==> config.mk <==
export PLATFORM = sky130hd
export DESIGN_NAME = mole_round_ctrl
export DESIGN_NICKNAME = d
export VERILOG_FILES = /design/src/rtl/mole_round_ctrl.sv
export SDC_FILE = /design/constraint.sdc
export NUM_CORES = 1
export LEC_CHECK = 0
export ABC_CLOCK_PERIOD_IN_PS = 6100
export CAP_MARGIN = 0
export CORE_MARGIN = 2
export CORE_UTILIZATION = 55
export CTS_BUF_LIST = sky130_fd_sc_hd__clkbuf_8
export CTS_CLUSTER_SIZE = 24
export DETAILED_ROUTE_END_ITERATION = 8
export PLACE_DENSITY_LB_ADDON = 0.25
export SETUP_SLACK_MARGIN = 0.02
export SLEW_MARGIN = 20
export SYNTH_ARGS = -nofsm -noshare
export SYNTH_HDL_FRONTEND = slang
export SYNTH_SLANG_ARGS = --single-unit
==> constraint.sdc <==
create_clock -name clk -period 6.1 [get_ports clk]
set_input_delay 1.22 -clock clk [delete_from_list [all_inputs] [get_ports clk]]
set_output_delay 1.22 -clock clk [all_outputs]
set_load 0.01 [all_outputs]
==> src/rtl/mole_round_ctrl.sv <==
// mole_round_ctrl: game-round controller for the whack-a-mole.
// It lights one hole per round, judges the player's button presses, and
// keeps the score, lives and level. It also drives the countdown timer:
// the timer is held in reload during every state except WAIT, so each
// round begins with a fresh interval.
//
// Optional build macro: BONUS_LIFE_EN. When defined, every real level-up
// also grants one life, up to a maximum of 3.
//
// Ports:
//   clk        in   system clock
//   rst_n      in   asynchronous active-low reset
//   start      in   pulse that starts or restarts a game (honoured in IDLE/OVER)
//   btn[3:0]   in   per-hole hit buttons, debounced single-cycle pulses
//   timeout    in   pulse from the timer when the interval expires
//   timer_rst  out  timer reset/reload, high everywhere except WAIT
//   interval   out  timer interval, max(START_INTERVAL - level, MIN_INTERVAL)
//   dir        out  timer count direction, constant COUNT_UP
//   mole[3:0]  out  one-hot lit hole, 0 when no mole is shown
//   score      out  hits this game, saturates at 255
//   lives      out  remaining lives
//   level      out  current level, saturates at 7
//   game_over  out  high in OVER
//
// state | meaning
// IDLE  | no game yet, waiting for start
// ARM   | timer reloading for one cycle, next hole picked
// WAIT  | mole lit, timer running, judging buttons/timeout
// HIT   | correct hole pressed, score already updated
// MISS  | wrong hole or timeout, life already deducted
// OVER  | out of lives, score/level held for display
module mole_round_ctrl #(
  parameter int START_INTERVAL = 5,
  parameter int MIN_INTERVAL   = 1,
  parameter int HITS_PER_LEVEL = 4,
  parameter int INIT_LIVES     = 3,
  parameter int COUNT_UP       = 0
) (
  input  logic       clk,
  input  logic       rst_n,
  input  logic       start,
  input  logic [3:0] btn,
  input  logic       timeout,
  output logic       timer_rst,
  output logic [2:0] interval,
  output logic       dir,
  output logic [3:0] mole,
  output logic [7:0] score,
  output logic [1:0] lives,
  output logic [2:0] level,
  output logic       game_over
);

  typedef enum logic [2:0] {S_IDLE, S_ARM, S_WAIT, S_HIT, S_MISS, S_OVER} state_t;

  state_t     r_state, w_state_nxt;
  logic [7:0] r_lfsr, w_lfsr_nxt;
  logic [1:0] r_prev_hole, w_prev_nxt;
  logic [1:0] w_pick;
  logic [3:0] r_mole, w_mole_nxt;
  logic       r_timer_rst;
  logic       r_game_over;
  logic [2:0] r_interval, w_interval_nxt;
  logic [7:0] r_score, w_score_nxt;
  logic [1:0] r_lives, w_lives_nxt;
  logic [2:0] r_level, w_level_nxt;
  logic [3:0] r_hits, w_hits_nxt;

  // Galois LFSR, x^8+x^6+x^5+x^4+1, shifting right.
  assign w_lfsr_nxt = {1'b0, r_lfsr[7:1]} ^ (r_lfsr[0] ? 8'hB8 : 8'h00);

  // Never repeat the previous hole: bump a collision to the next hole.
  assign w_pick = (r_lfsr[1:0] == r_prev_hole) ? r_lfsr[1:0] + 2'd1 : r_lfsr[1:0];

  always_comb begin
    w_state_nxt = r_state;
    w_prev_nxt  = r_prev_hole;
    w_score_nxt = r_score;
    w_lives_nxt = r_lives;
    w_level_nxt = r_level;
    w_hits_nxt  = r_hits;
    case (r_state)
      S_IDLE, S_OVER: begin
        if (start) begin
          w_state_nxt = S_ARM;
          w_score_nxt = 8'd0;
          w_lives_nxt = 2'(INIT_LIVES);
          w_level_nxt = 3'd0;
          w_hits_nxt  = 4'd0;
        end
      end
      S_ARM: begin
        w_state_nxt = S_WAIT;
        w_prev_nxt  = w_pick;
      end
      S_WAIT: begin
        // Score/lives update on entry to HIT/MISS so they are visible there.
        if (btn[r_prev_hole]) begin
          w_state_nxt = S_HIT;
          if (r_score != 8'hFF) w_score_nxt = r_score + 8'd1;
          if (r_hits == 4'(HITS_PER_LEVEL - 1)) begin
            w_hits_nxt = 4'd0;
            if (r_level != 3'd7) begin
              w_level_nxt = r_level + 3'd1;
`ifdef BONUS_LIFE_EN
              if (r_lives != 2'd3) w_lives_nxt = r_lives + 2'd1;
`endif
            end
          end else begin
            w_hits_nxt = r_hits + 4'd1;
          end
        end else if ((btn != 4'd0) || timeout) begin
          w_state_nxt = S_MISS;
          w_lives_nxt = r_lives - 2'd1;
        end
      end
      S_HIT:   w_state_nxt = S_ARM;
      S_MISS:  w_state_nxt = (r_lives == 2'd0) ? S_OVER : S_ARM;
      default: w_state_nxt = S_IDLE;
    endcase

    w_mole_nxt = (w_state_nxt == S_WAIT) ? (4'b0001 << w_prev_nxt) : 4'd0;

    if (({1'b0, w_level_nxt} + 4'(MIN_INTERVAL)) >= 4'(START_INTERVAL))
      w_interval_nxt = 3'(MIN_INTERVAL);
    else
      w_interval_nxt = 3'(START_INTERVAL) - w_level_nxt;
  end

  always_ff @(posedge clk or negedge rst_n) begin
    if (!rst_n) begin
      r_state     <= S_IDLE;
      r_lfsr      <= 8'hA5;
      r_prev_hole <= 2'd0;
      r_mole      <= 4'd0;
      r_timer_rst <= 1'b1;
      r_game_over <= 1'b0;
      r_interval  <= 3'(START_INTERVAL);
      r_score     <= 8'd0;
      r_lives     <= 2'(INIT_LIVES);
      r_level     <= 3'd0;
      r_hits      <= 4'd0;
    end else begin
      r_state     <= w_state_nxt;
      r_lfsr      <= w_lfsr_nxt;
      r_prev_hole <= w_prev_nxt;
      r_mole      <= w_mole_nxt;
      r_timer_rst <= (w_state_nxt != S_WAIT);
      r_game_over <= (w_state_nxt == S_OVER);
      r_interval  <= w_interval_nxt;
      r_score     <= w_score_nxt;
      r_lives     <= w_lives_nxt;
      r_level     <= w_level_nxt;
      r_hits      <= w_hits_nxt;
    end
  end

  assign timer_rst = r_timer_rst;
  assign interval  = r_interval;
  assign dir       = 1'(COUNT_UP);
  assign mole      = r_mole;
  assign score     = r_score;
  assign lives     = r_lives;
  assign level     = r_level;
  assign game_over = r_game_over;

endmodule

==> summary.txt <==
GRT
  – First-pass GRT wire length: ~6.5 mm
  – Number of global-route vias before repair: around 1400
  – Largest net degree at the start of global routing: 40
  – GRT Util Overall: 21.4%
  – Initial antenna violation count: 0
  – Overflow left after global routing: 0

Placed design
  – Post-DP HPWL: between 2 and 3 mm
  – Port buffer count: 29
  – Final GP Congestion: 0.821
  – Dpl cell area: roughly 0.0022 mm²

Outcome
  – Status: finished clean

Worst setup path
  – Arrival time worst endpoint: 3.55 ns
  – Crit path required time: 6.30 ns
  – Worst R2R Path Depth: 6
  – Crit end category: register
  – CP Max Fanout: 11
  – Startpoint Class: input port
  – CP Class: in2reg

Synthesis
  – Mapped cell area: approximately 0.0019 mm²
  – Synth area leader: dfrtp_1
  – Syn Nets: roughly 180
  – Seq cells post-synth: 39
  – Proportion of netlist area held by the largest area contributor: between 30 and 40%
  – Syn Area/Cell: roughly 11 µm²
  – Post-synthesis sequential area ratio: ~53%
  – Top cells by area, synth: dfrtp_1 (40%), dfstp_2 (13%), o21ai_0 (3.5%)
  – Cells after Synth: 168
  – Distinct cell type count after synthesis: between 50 and 60
  – Synth warn: 0

Floorplanning
  – DIE WIDTH: between 60 and 70 µm
  – Die ar.: 0.00390 mm²
  – Core Area: around 0.0033 mm²
  – Die height: between 60 and 70 µm
  – Io pins: 31
  – Site Rows: 21
  – Initial Util: between 50% and 60%

Pwr
  – Total power: ~0.00084 W
  – Switching Fraction: around a third
  – Leakage power: slightly above 1 nW
  – P per Cell Area: around 360 mW/mm²
  – Internal: 0.000546 W
  – Logic pwr share: between 30% and 40%
  – Max rail drop VDD: 0.225 mV
  – Seq pwr share: 41.6%
  – Switching pwr: between 0.0002 and 0.0003 W
  – Clk pwr share: a little over a quarter

CTS
  – Post-CTS Setup Bufs: 0
  – CTS H-tree depth: 2
  – Sinks on the clock net: 39
  – CTS tree: yes
  – Root Buffer: clkbuf_8
  – Skew-Pair Late Insertion Delay: about 0.29 ns
  – Clock buffer depth: 2
  – # resized after CTS: 0
  – # hold bufs at CTS: 0
  – Clk pin slew, worst setup/hold paths: 0.07 ns
  – Num CTS Buffers: 5

Route
  – Vias: around 1400
  – Via/cell ratio: roughly 5.5
  – DRT Pass-1 Iters: 4
  – Wire per inst: 14.8 µm
  – Final Routed Wirelength: about 3.6 mm
  – DR iter-0 viols: between 80 and 90
  – Routed Antenna Nets: 0
  – Post-route DRC: 0

Finish
  – Synth-to-layout area growth: 22.8%
  – Most common cell after layout, fill and taps aside: dfrtp_1
  – Final Cell Area: 0.00231 mm²
  – Nets@finish: about 210
  – Layout cells sized above 1: between 15 and 20%
  – Layout filler cell count: between 200 and 300
  – Diodes inserted: 0
  – Most frequent cells in the layout: dfrtp_1 (30), clkdlybuf4s50_1 (28), nor2_1 (15), o21ai_0 (13), nand2_1 (10)

Run
  – Max-cap check violation count: 0

STA
  – Period minus WS final: 3.34 ns
  – Fin Clk Skew: slightly below 0.005 ns
  – Final hold viol count: 0
  – Slew @ Worst Pin: ~1.0 ns
  – Worst relative slew slack: approximately a third
  – Final period util: 54.8%
  – Setup TNS: 0 ns
  – Setup violators final: 0
  – Worst hold margin: about 0.37 ns
  – Fmax: approximately 0.30 GHz
  – RSZ-0062 raised after global routing: no
  – Final Max Slew Viols: 0

Worst hold path
  – Hold Path Cell Cnt: 0
  – Min-Delay Path Class: reg2reg
==> cell usage after synthesis (all sizes together) <==
master   number
dfstp         9
or2           1
mux2          1
a22o          1
a211oi        6
and3          2
and3b         1
a31oi         4
nor3b         3
o211a         1
ha            5
inv          10
a21oi         4
mux4          1
conb          1
mux2i         1
nand2        10
o21bai        1
o32a          1
nand3         5
nand4         3
o21a          1
a211o         1
o32ai         1
nand3b        1
a2111oi       3
a311o         1
xor2          3
buf           5
o21ai        14
xnor2         7
nand2b        4
nor2         16
a22oi         1
dfrtp        30
or3           1
nor4b         1
nor2b         2
clkbuf        1
or3b          1
or4           1
and2          2
==> critical path: stages <==
cell and delay, ns:
clkdlybuf4s50_1 0.43, mux4_2 0.61, and3_2 0.22, and3_1 0.18, nor2_1 0.19, inv_1 0.10
ha_1 0.23, and2_1 0.16, a211oi_1 0.21
==> routing by layer <==
| metal | share of wire, % | wire length, µm | up-vias | track usage (%) |
|---|---|---|---|---|
| met3 | 3.8 | 138 | 9 | 6.49 |
| met5 | 0 | 0 | - | 0 |
| met2 | 49 | 1790 | 29 | 35.1 |
| met4 | 2.4 | 88 | 0 | 9.17 |
| li1 | - | - | 655 | - |
| met1 | 44 | 1610 | 659 | 26.4 |
==> final cells by class <==
type | count | area, µm² | share of cell area, %
Sequential cell | 39 | 987 | 42.8
Multi-Input combinational cell | 113 | 822 | 35.6
Tap cell | 46 | 57.6 | 2.49
Inverter | 10 | 37.5 | 1.63
Clock inverter | 2 | 35.0 | 1.52
Timing Repair Buffer | 29 | 285 | 12.4
Clock buffer | 6 | 82.6 | 3.58
==> state kept, by name (all words and copies together) (netlist names) <==
register	cells
game_over	1
timer_rst	1
r_prev_hole	2
r_hits	4
r_state	3
lives	2
mole	4
score	8
interval	3
level	3
r_lfsr	8
==> per-stage QoR <==
stage,setup slack (ns),util [%],std cells
3_5_place_dp,2.47,66.1,237
3_3_place_gp,2.61,66.1,237
2_1_floorplan,3.10,-,168
6_report,2.76,69.7,245
4_1_cts,2.75,69.7,245
5_1_grt,2.59,69.7,245
==> logic make-up after synthesis <==
family                     after synthesis  share of synthesized area, %
buffers and inverters                   16                          3.99
and+or+nand+nor                         54                          15.8
muxes                                    3                          2.33
other                                    1                         0.200
DFF                                     39                          52.5
adders and majority gates                5                          3.33
AOI/OAI and AO/OA                       40                          17.2
xor gates and xnor gates                10                          4.66
==> power groups by stage <==
stage	Clock, W	Combinational [W]	Sequential, W
after floorplan	0	0.000189	0.000341
after detailed placement	0	0.000266	0.000352
after CTS	0.000225	0.000268	0.000348
after global routing	0.000239	0.000299	0.000355
final	0.000221	0.000267	0.000348
after global placement	0	0.000257	0.000347
==> final timing paths <==
check / start / end / slack (ns)
max: btn[1] / interval[1] / 2.76
min: r_lfsr[3] / r_lfsr[2] / 0.37
max reg2reg: r_state[0] / interval[1] / 3.52
min in group asynchronous: rst_n / r_lfsr[1] / 1.03
max in group asynchronous: rst_n / level[2] / 4.54
min reg2reg: r_lfsr[3] / r_lfsr[2] / 0.37
Note: power is estimated with default switching activity, not from simulation.
